`config.mk`:
```
export PLATFORM = sky130hd
export DESIGN_NAME = fp8_accumulator_flat
export DESIGN_NICKNAME = d
export VERILOG_FILES = /design/src/rtl/fp8_accumulator_pkg.sv /design/src/rtl/fp8_accumulator_if.sv /design/src/rtl/fp8_accumulator_norm_step.sv /design/src/rtl/fp8_accumulator.sv /design/src/flat_wrapper.sv
export SDC_FILE = /design/constraint.sdc
export NUM_CORES = 1
export LEC_CHECK = 0
export ABC_AREA = 1
export BUFFER_PORTS_ARGS = -buffer_cell sky130_fd_sc_hd__buf_4
export CELL_PAD_IN_SITES_DETAIL_PLACEMENT = 0
export CELL_PAD_IN_SITES_GLOBAL_PLACEMENT = 1
export CORE_ASPECT_RATIO = 0.9
export CORE_MARGIN = 8
export CORE_UTILIZATION = 46
export DETAILED_ROUTE_END_ITERATION = 16
export GPL_ROUTABILITY_DRIVEN = 0
export PLACE_DENSITY = 0.9
export SLEW_MARGIN = 20
export SYNTH_ARGS = -nofsm -noshare
export SYNTH_HDL_FRONTEND = slang
export SYNTH_SLANG_ARGS = --single-unit
```
`constraint.sdc`:
```
create_clock -name clk -period 3.3 [get_ports clk]
set_clock_uncertainty 0.15 [all_clocks]
set_input_delay 0.495 -clock clk [delete_from_list [all_inputs] [get_ports clk]]
set_output_delay 0.495 -clock clk [all_outputs]
set_load 0.05 [all_outputs]
```
`src/rtl/fp8_accumulator_pkg.sv`:
```
// fp8_pkg: shared definitions for the 8-bit float accumulator.
//   Number format {S, E[2:0], F[3:0]}, value = (-1)^S * 1.F * 2^(E-BIAS).
//   8'h00 is the only zero encoding.
// Contents: format widths, internal datapath widths, FSM state enum,
//   unpack (code -> sign/unbiased exponent/mantissa with guard bits) and
//   pack (normalized mantissa -> code, with saturation/flush rules).
package fp8_pkg;

  localparam int EXP_W  = 3;
  localparam int FRAC_W = 4;
  localparam int BIAS   = 3;
  localparam int GUARD  = 2;

  localparam int CODE_W = 1 + EXP_W + FRAC_W;
  // Hidden one + stored fraction + guard bits.
  localparam int MANT_W = FRAC_W + GUARD + 1;
  // One extra bit on top for the carry out of a same-sign add.
  localparam int SUM_W  = MANT_W + 1;
  // Signed internal exponent: room for carry overflow and for up to
  // MANT_W-1 left shifts below the smallest encodable exponent.
  localparam int EI_W   = EXP_W + 2;

  localparam logic [CODE_W-1:0] FP8_ZERO = 8'h00;
  localparam logic [CODE_W-1:0] FP8_MAX  = 8'h7F;

  // Largest biased exponent field value.
  localparam logic signed [EI_W-1:0] EXP_TOP = EI_W'((1 << EXP_W) - 1);

  typedef enum logic [2:0] {
    IDLE  = 3'd0,
    ALIGN = 3'd1,
    ADD   = 3'd2,
    NORM  = 3'd3,
    DONE  = 3'd4
  } state_t;

  typedef struct packed {
    logic              sign;
    logic [EI_W-1:0]   exp;   // unbiased, two's complement
    logic [MANT_W-1:0] mant;  // {1, F, guard zeros}; all zero for the zero code
  } unpacked_t;

  typedef struct packed {
    logic [CODE_W-1:0] code;
    logic              ovf;
  } packed_t;

  function automatic unpacked_t unpack(input logic [CODE_W-1:0] x);
    unpacked_t u;
    u.sign = x[CODE_W-1];
    u.exp  = $signed({{(EI_W-EXP_W){1'b0}}, x[FRAC_W +: EXP_W]}) - EI_W'(BIAS);
    u.mant = (x == FP8_ZERO) ? '0 : {1'b1, x[FRAC_W-1:0], {GUARD{1'b0}}};
    return u;
  endfunction

  // mant must already be normalized (hidden one at bit MANT_W-1) or zero.
  // Guard bits are simply dropped.
  function automatic packed_t pack(input logic                   sign,
                                   input logic signed [EI_W-1:0] exp,
                                   input logic [SUM_W-1:0]       mant);
    packed_t                p;
    logic signed [EI_W-1:0] be;
    logic [FRAC_W-1:0]      frac;
    be     = exp + EI_W'(BIAS);
    frac   = mant[GUARD +: FRAC_W];
    p.code = FP8_ZERO;
    p.ovf  = 1'b0;
    if (mant != '0) begin
      if (be > EXP_TOP) begin
        p.code = {sign, FP8_MAX[CODE_W-2:0]};
        p.ovf  = 1'b1;
      end else if (!be[EI_W-1] && !(be == '0 && frac == '0)) begin
        // Negative exponents and the E=0/F=0 pattern (which would alias
        // the zero code) fall through and flush to zero without a flag.
        p.code = {sign, be[EXP_W-1:0], frac};
      end
    end
    return p;
  endfunction

endpackage

```
`src/rtl/fp8_accumulator_if.sv`:
```
// fp8_accumulator_if: start/done handshake and data bus of the accumulator.
//   clear     : synchronous sum clear, honoured only while idle
//   acc_start : level request; held high until acc_done, then dropped
//   prod_in   : product to add, captured with the start
//   acc_done  : result valid; held until acc_start goes low
//   acc_out   : running sum
//   busy      : accumulator not idle
//   ovf       : sticky saturation flag
// master = producer (multiplier side), slave = the accumulator.
interface fp8_accumulator_if;
  logic       clear;
  logic       acc_start;
  logic [7:0] prod_in;
  logic       acc_done;
  logic [7:0] acc_out;
  logic       busy;
  logic       ovf;

  modport master (
    output clear, acc_start, prod_in,
    input  acc_done, acc_out, busy, ovf
  );

  modport slave (
    input  clear, acc_start, prod_in,
    output acc_done, acc_out, busy, ovf
  );
endinterface

```
`src/rtl/fp8_accumulator_norm_step.sv`:
```
// fp8_norm_step: one combinational normalization step.
//   mant/exp           : current sum mantissa (carry bit on top) and exponent
//   mant_next/exp_next : mantissa/exponent after this step
//   done_norm          : result is normalized (or zero) after this step
// A carry is fixed with a single right shift and completes normalization;
// a missing leading one costs one left shift per call.
module fp8_norm_step
  import fp8_pkg::*;
(
  input  logic [SUM_W-1:0]       mant,
  input  logic signed [EI_W-1:0] exp,
  output logic [SUM_W-1:0]       mant_next,
  output logic signed [EI_W-1:0] exp_next,
  output logic                   done_norm
);

  always_comb begin
    mant_next = mant;
    exp_next  = exp;
    done_norm = 1'b1;
    if (mant[SUM_W-1]) begin
      mant_next = mant >> 1;
      exp_next  = exp + EI_W'(1);
    end else if (mant != '0 && !mant[SUM_W-2]) begin
      mant_next = mant << 1;
      exp_next  = exp - EI_W'(1);
      done_norm = 1'b0;
    end
  end

endmodule

```
`src/rtl/fp8_accumulator.sv`:
```
// fp8_accumulator: adds each 8-bit float product into a running sum.
//   clk   : clock, rising edge
//   rst_n : asynchronous active-low reset
//   bus   : slave side of fp8_accumulator_if (clear, acc_start, prod_in in;
//           acc_done, acc_out, busy, ovf out)
// Flow: IDLE captures operands, ALIGN lines up the smaller operand, ADD does
// the sign-magnitude add, NORM normalizes one bit per cycle, DONE presents
// the packed result until acc_start is released.
module fp8_accumulator
  import fp8_pkg::*;
(
  input logic              clk,
  input logic              rst_n,
  fp8_accumulator_if.slave bus
);

  state_t                 state_reg;
  logic [CODE_W-1:0]      sum_reg;
  logic [CODE_W-1:0]      acc_out_reg;
  logic                   acc_done_reg;
  logic                   busy_reg;
  logic                   ovf_reg;
  logic [CODE_W-1:0]      opa_reg;
  logic [CODE_W-1:0]      opb_reg;
  logic [MANT_W-1:0]      am_reg;
  logic [MANT_W-1:0]      bm_reg;
  logic                   as_reg;
  logic                   bs_reg;
  logic [SUM_W-1:0]       m_reg;
  logic signed [EI_W-1:0] e_reg;
  logic                   s_reg;

  // Alignment of the captured operands.
  unpacked_t              ua;
  unpacked_t              ub;
  logic signed [EI_W-1:0] ea;
  logic signed [EI_W-1:0] eb;
  logic signed [EI_W-1:0] e_big;
  logic [EI_W-1:0]        d;
  logic [MANT_W-1:0]      am_align;
  logic [MANT_W-1:0]      bm_align;

  always_comb begin
    ua       = unpack(opa_reg);
    ub       = unpack(opb_reg);
    ea       = ua.exp;
    eb       = ub.exp;
    am_align = ua.mant;
    bm_align = ub.mant;
    e_big    = ea;
    d        = '0;
    // Zero unpacks to the lowest exponent with a zero mantissa, so it never
    // wins the exponent comparison against a nonzero operand.
    if (ea >= eb) begin
      d        = ea - eb;
      bm_align = (d >= EI_W'(MANT_W)) ? '0 : (ub.mant >> d);
    end else begin
      d        = eb - ea;
      am_align = (d >= EI_W'(MANT_W)) ? '0 : (ua.mant >> d);
      e_big    = eb;
    end
  end

  // Sign-magnitude add; on a subtract the larger magnitude sets the sign.
  logic [SUM_W-1:0] sum_m;
  logic             sum_s;

  always_comb begin
    sum_m = '0;
    sum_s = as_reg;
    if (as_reg == bs_reg) begin
      sum_m = {1'b0, am_reg} + {1'b0, bm_reg};
    end else if (am_reg >= bm_reg) begin
      sum_m = {1'b0, am_reg} - {1'b0, bm_reg};
    end else begin
      sum_m = {1'b0, bm_reg} - {1'b0, am_reg};
      sum_s = bs_reg;
    end
  end

  logic [SUM_W-1:0]       norm_m;
  logic signed [EI_W-1:0] norm_e;
  logic                   norm_done;
  packed_t                result;

  fp8_norm_step u_norm_step (
    .mant      (m_reg),
    .exp       (e_reg),
    .mant_next (norm_m),
    .exp_next  (norm_e),
    .done_norm (norm_done)
  );

  // Packing the post-step value lets the final NORM cycle load DONE directly.
  assign result = pack(s_reg, norm_e, norm_m);

  always_ff @(posedge clk or negedge rst_n) begin
    if (!rst_n) begin
      state_reg    <= IDLE;
      sum_reg      <= FP8_ZERO;
      acc_out_reg  <= FP8_ZERO;
      acc_done_reg <= 1'b0;
      busy_reg     <= 1'b0;
      ovf_reg      <= 1'b0;
      opa_reg      <= '0;
      opb_reg      <= '0;
      am_reg       <= '0;
      bm_reg       <= '0;
      as_reg       <= 1'b0;
      bs_reg       <= 1'b0;
      m_reg        <= '0;
      e_reg        <= '0;
      s_reg        <= 1'b0;
    end else begin
      case (state_reg)
        IDLE: begin
          if (bus.clear) begin
            sum_reg <= FP8_ZERO;
            ovf_reg <= 1'b0;
          end
          if (bus.acc_start) begin
            // A simultaneous clear wins, so the captured sum is zero.
            opa_reg   <= bus.clear ? FP8_ZERO : sum_reg;
            opb_reg   <= bus.prod_in;
            busy_reg  <= 1'b1;
            state_reg <= ALIGN;
          end
        end
        ALIGN: begin
          am_reg    <= am_align;
          bm_reg    <= bm_align;
          as_reg    <= ua.sign;
          bs_reg    <= ub.sign;
          e_reg     <= e_big;
          state_reg <= ADD;
        end
        ADD: begin
          m_reg     <= sum_m;
          s_reg     <= sum_s;
          state_reg <= NORM;
        end
        NORM: begin
          m_reg <= norm_m;
          e_reg <= norm_e;
          if (norm_done) begin
            sum_reg      <= result.code;
            acc_out_reg  <= result.code;
            acc_done_reg <= 1'b1;
            if (result.ovf) begin
              ovf_reg <= 1'b1;
            end
            state_reg <= DONE;
          end
        end
        DONE: begin
          if (!bus.acc_start) begin
            acc_done_reg <= 1'b0;
            busy_reg     <= 1'b0;
            state_reg    <= IDLE;
          end
        end
        default: begin
          state_reg <= IDLE;
        end
      endcase
    end
  end

  assign bus.acc_done = acc_done_reg;
  assign bus.acc_out  = acc_out_reg;
  assign bus.busy     = busy_reg;
  assign bus.ovf      = ovf_reg;

endmodule

```
`src/flat_wrapper.sv`:
```
// flat-port wrapper written by rule: the top's interface ports become plain ports
module fp8_accumulator_flat import fp8_pkg::*;
  (clk, rst_n, bus_clear, bus_acc_start, bus_prod_in, bus_acc_done, bus_acc_out, bus_busy, bus_ovf);
  fp8_accumulator_if bus_i ();
  input logic clk;
  input logic rst_n;
  input wire logic [$bits(bus_i.clear)-1:0] bus_clear;
  input wire logic [$bits(bus_i.acc_start)-1:0] bus_acc_start;
  input wire logic [$bits(bus_i.prod_in)-1:0] bus_prod_in;
  output wire logic [$bits(bus_i.acc_done)-1:0] bus_acc_done;
  output wire logic [$bits(bus_i.acc_out)-1:0] bus_acc_out;
  output wire logic [$bits(bus_i.busy)-1:0] bus_busy;
  output wire logic [$bits(bus_i.ovf)-1:0] bus_ovf;
  assign bus_i.clear = bus_clear;
  assign bus_i.acc_start = bus_acc_start;
  assign bus_i.prod_in = bus_prod_in;
  assign bus_acc_done = bus_i.acc_done;
  assign bus_acc_out = bus_i.acc_out;
  assign bus_busy = bus_i.busy;
  assign bus_ovf = bus_i.ovf;
  fp8_accumulator u_core (.clk(clk), .rst_n(rst_n), .bus(bus_i));
endmodule
```
### After elaboration in Yosys (flattened, before gate mapping)

Index checks and enable logic that the tools add are counted.
Widths: inputs -> output; s select.

| word-level totals | value |
|---|---|
| register bits after elaboration | 68 |
| bits of input ports | 12 |
| logic and storage cells | 106 |

| cells by class | value |
|---|---|
| $add $sub $neg | 10 |
| order comparisons | 5 |
| equality and inequality tests | 10 |
| shifts and indexed selects | 2 |
| muxes and demuxes | 39 |
| reductions and logical operators | 25 |

Operators with widths:

| operator | count |
|---|---|
| $mux 8 | 8 |
| $mux 7 | 6 |
| $pmux 8 s2 | 2 |
| $logic_not 8->1 | 2 |
| $reduce_bool 8->1 | 2 |
| $sub 7x7->8 | 2 |
| $mux 5 | 3 |
| $pmux 3 s5 | 1 |
| $shr 7x5->7 | 2 |
| $mux 1 | 11 |
| $ge 5x3->1 const B | 2 |
| $pmux 5 s2 | 1 |
| $reduce_bool 2->1 | 5 |
| $sub 5x5->5 | 2 |
| $mux 3 | 3 |
| $mux 9 | 1 |
| $reduce_and 3->1 | 3 |
| $add 7x7->8 | 1 |
| $sub 3x2->4 const B | 2 |
| $ge 7x7->1 | 1 |
| $eq 3x2->1 const B | 2 |
| $ne 2x2->1 const B | 3 |
| $pmux 1 s2 | 3 |
| $reduce_and 2->1 | 3 |
| 15 further kinds | 20 |

### Logic depth before layout (Yosys ltp)

| depth | value |
|---|---|
| word-level depth | 15 |
| gate-level depth with buffers | 19 |

### Hierarchy

From an unflattened synthesis, not the netlist that was laid out.

| second synthesis, totals | value |
|---|---|
| cell total of the unflattened synthesis | 850 |
| area total of the unflattened synthesis | 5,856.9 um2 |

Modules (own cells, without submodules):

| module | times used | cells an instance | area each (um2) |
|---|---|---|---|
| fp8_accumulator | 1 | 774 | 5,432.7 |
| fp8_norm_step | 1 | 76 | 424.2 |

### Worst setup path after synthesis

Ideal clock, no wire load.

| path | value |
|---|---|
| kind | register to register |
| start | register u_core.opb_reg[4] |
| end | register u_core.bm_reg[2] |
| setup time | 0.142 ns |
| arrival | 2.364 ns |
| path slack | 0.645 ns |
| stages on the path, launching flop included | 15 |
| buffers on the path | 0 |
| cells stage by stage | dfrtp_1 -> inv_1 -> ha_1 -> inv_1 -> fa_1 -> nand2_1 -> inv_1 -> o31ai_1 -> inv_1 -> nand2_1 -> nor2_1 -> inv_1 -> nor2_1 -> o211ai_1 -> o221ai_1 |

| between the ends | value |
|---|---|
| cells in the longest elaborated chain, start to end | 5 |
| elaborated cells on any way between the ends | 9 |
| those cells by class | 2 x add/sub; 2 x order compare; 1 x shift; 3 x mux; 1 x reduce/logical |

RTL lines:

| item | RTL line | source |
|---|---|---|
| start, declared | fp8_accumulator.sv:24 | `logic [CODE_W-1:0] opb_reg;` |
| start signal, assigned | fp8_accumulator.sv:124 | `opb_reg <= bus.prod_in;` |
| $sub 3x2->4 or $logic_not 8->1 (tied branches) | fp8_accumulator_pkg.sv:51, fp8_accumulator_pkg.sv:52 |  |
| $sub 5x5->5 or $mux 7 (tied branches) | fp8_accumulator.sv:55, fp8_accumulator_pkg.sv:52 |  |
| $ge 5x3->1 or $shr 7x5->7 (tied branches) | fp8_accumulator.sv:56 | `bm_align = (d >= EI_W'(MANT_W)) ? '0 : (ub.mant >> d);` |
| $mux 7 | fp8_accumulator.sv:56 |  |
| $mux 7 (*) | fp8_accumulator.sv:54 | `if (ea >= eb) begin` |
| end signal, assigned | fp8_accumulator.sv:131 | `bm_reg <= bm_align;` |
| end, declared | fp8_accumulator.sv:26 | `logic [MANT_W-1:0] bm_reg;` |

Every way passes the cells marked *; elsewhere a longest branch is shown, timed or not.
A chain may end at the register's enable or synchronous reset.

### Final worst setup path

| path | value |
|---|---|
| start | register u_core.opa_reg[4] |
| end | register u_core.am_reg[3] |

| between the ends | value |
|---|---|
| cells in the longest elaborated chain, start to end | 5 |
| elaborated cells on any way between the ends | 9 |
| those cells by class | 2 x add/sub; 2 x order compare; 1 x shift; 3 x mux; 1 x reduce/logical |

RTL lines:

| item | RTL line | source |
|---|---|---|
| start, declared | fp8_accumulator.sv:23 | `logic [CODE_W-1:0] opa_reg;` |
| start signal, assigned | fp8_accumulator.sv:123 | `opa_reg <= bus.clear ? FP8_ZERO : sum_reg;` |
| $sub 3x2->4 or $logic_not 8->1 (tied branches) | fp8_accumulator_pkg.sv:51, fp8_accumulator_pkg.sv:52 |  |
| $sub 5x5->5 or $mux 7 (tied branches) | fp8_accumulator.sv:58, fp8_accumulator_pkg.sv:52 |  |
| $ge 5x3->1 or $shr 7x5->7 (tied branches) | fp8_accumulator.sv:59 | `am_align = (d >= EI_W'(MANT_W)) ? '0 : (ua.mant >> d);` |
| $mux 7 | fp8_accumulator.sv:59 |  |
| $mux 7 (*) | fp8_accumulator.sv:54 |  |
| end signal, assigned | fp8_accumulator.sv:130 | `am_reg <= am_align;` |
| end, declared | fp8_accumulator.sv:25 | `logic [MANT_W-1:0] am_reg;` |

Marked as above.

==> reports/qor.csv <==
metric,value,unit
dr.pass1.iters,5,
synth_top_family_by_area,simple AND/OR/NAND/NOR gates,
dieWidth,129.4,microns
finalSetupViolations,0,
cts_max_level,3,
maxCapViolations,0,
netlist.area_leader.share,31.98,%
use_met1,25.43,%
synth_cells,751,
cp.arrival,3.12,ns
initial_core_util,46.91,%
syn_avg_cell_area,7.084,sq um
worstSetupStartpointType,flop,
finalSetupTns,0,ns
clk_pin_slew,0.06,ns
drive_above_1_share,10.85,%
grt_max_degree,69,
syn_area,5320,sq um
synthArstFlopShare,100.0,%
synth_mux_area_share,0,%
cts_tree,done,
dp_hpwl,10.65,mm
synth_compound_area_share,17.54,%
worst_pin_slew,0.8807,ns
ys_types,44,
io_pins,23,
synth_area_leaders,"dfrtp_1 (32%), nand2_1 (15%), ha_1 (8.5%), inv_1 (6.2%), o21ai_0 (5.7%)",
drt-total-wl,13.97,mm
cts_buffer_depth,2,
fmax,326.7,MHz
cp_max_fo,6,
worst-setup-path-type,reg2reg,
cp-end-kind,flop,
status,"finished, final reports clean",
antenna_found_initial,0,
area_growth,11.41,%
final-hold-violation-count,0,
portBuffers,22,
grt_pass1_wl,23.06,mm
synth_most_common_cell,nand2_1,
antenna_cells,0,
rsz0062_at_grt,false,
synth_edf_count,0,
synthFlopType,dfrtp_1,
overflow,0,
ys_warn_count,0,
synthTopCellsByCount,"nand2_1 (211), inv_1 (88), dfrtp_1 (68)",
cts-buffers-inserted,9,
clock_latency,0.34,ns
cts_sinks,68,
slew_violations,0,
dieArea,15270,sq um
fin_crit_sh,92.76,%
num-nets-final,822,
synth_area_leader_cell,dfrtp_1,
cts-root-buf,clkbuf_16,
worstPathRequired,3.36,ns
drc_errors,0,
seq_area_frac_synth,31.98,%
via_per_inst,5.414,
syn-num-nets,804,
busiest_layer,met2,
post_drt_wl_per_cell,15.03,microns
die_h,118.0,microns
core_area,11340,sq um
hp-class,in2async,
ant_nets,0,
synthSimpleGateAreaFrac,28.10,%
synthXorXnorAreaFrac,2.963,%
drtIter0Drc,371,
grt_pass1_vias,4721,
vias,5035,
period_minus_slack,3.061,ns
synthAdderAreaFrac,10.35,%
use_met2,28.43,%
rows,37,
ys_seq_elements,68,
gr-usage-met3,3.804,%
relSlewSlack,41.29,%
grt_use_total,18.58,%
path summary, 6_finish.rpt:
kind                                          end              start  slack [ns]  cells past startpoint
worst min register to register  u_core.sum_reg[2]  u_core.sum_reg[2]        0.33                      2
min in group clk                u_core.opb_reg[6]     bus_prod_in[6]        0.21                      3
max in group asynchronous       u_core.opa_reg[2]              rst_n        2.29                      1
worst min-delay path            u_core.sum_reg[5]              rst_n        0.12                      1
worst max register to register   u_core.am_reg[3]  u_core.opa_reg[4]        0.24                     16
worst max-delay path             u_core.am_reg[3]  u_core.opa_reg[4]        0.24                     16
cell usage in the layout (no fill, tap or decap), types with 2 or more instances in the layout:
cell type,count
a21boi_1,2
a21oi_1,41
a22oi_1,6
a31oi_1,2
buf_4,27
clkbuf_16,9
clkinv_1,2
clkinvlp_4,2
dfrtp_1,68
fa_1,5
ha_1,36
inv_1,88
inv_2,7
inv_6,2
nand2_1,211
nand2_2,6
nand2_4,6
nand3_1,34
nand3_2,2
nand4_1,7
nor2_1,53
nor2_2,7
nor2_4,3
nor3_1,3
nor4_1,2
o211ai_1,9
o21ai_0,61
o21ai_1,13
o21bai_1,2
o221ai_1,9
o22ai_1,6
o31ai_1,4
or2_2,7
xnor2_1,5
xor2_1,13
per-layer routing:
metal / share of wire [%] / up-vias
li1: - / 2495
met3: 5.7 / 26
met4: 1.8 / 0
met1: 48 / 2373
met2: 45 / 141
met5: 0 / -
logic make-up after synthesis:
group,after synthesis
flip-flops,68
XOR/XNOR,18
adder cells (fa/ha/maj),41
buffers and inverters,118
AO/OA/AOI/OAI,162
AND/OR/NAND/NOR,344
layout make-up:
cell class                 instances  area (sq um)
inverter                          98         370.4
timing repair buffer              27         202.7
tap                              156         195.2
fill                            1095          5415
clock inverter                     6         71.32
clock buffer                      10         239.0
multi-input combinational        565          3147
sequential                        68          1702
metrics by stage:
| stage | hold slack [ns] | worst slack [ns] | utilization [%] | std cells | cell area (sq um) |
|---|---|---|---|---|---|
| floorplan | 0.04941 | 0.6449 | - | 751 | 5320 |
| global placement | 0.3111 | 0.2179 | 49.43 | 914 | 5607 |
| detailed placement | 0.3145 | 0.1884 | 49.43 | 914 | 5607 |
| CTS | 0.1601 | 0.1567 | 52.17 | 930 | 5917 |
| global route | 0.2018 | 0.03550 | 52.26 | 930 | 5927 |
| finish | 0.1164 | 0.2389 | 52.26 | 930 | 5927 |
worst max-delay path, cell delays in order, from the launching register on:
cell and delay (ns):
dfrtp_1 0.44, inv_1 0.10, ha_1 0.38, inv_1 0.14
fa_1 0.44, nand2_1 0.11, inv_1 0.06, nor2_2 0.20
inv_1 0.13, o31ai_1 0.20, nor2_1 0.06, nand2_1 0.10
nor2_1 0.09, o211ai_1 0.11, nand2_1 0.09, nand2_1 0.06
o21ai_0 0.07
what timing repair did:
item	in CTS	in global routing
buffers inserted	0	0
hold buffers	0	0
gates resized for setup	0	2
setup endpoints to repair	0	6
Power is left out: the tool's default activity adds up to more than one toggle a clock period on the data nets, which glitch-free logic cannot reach.
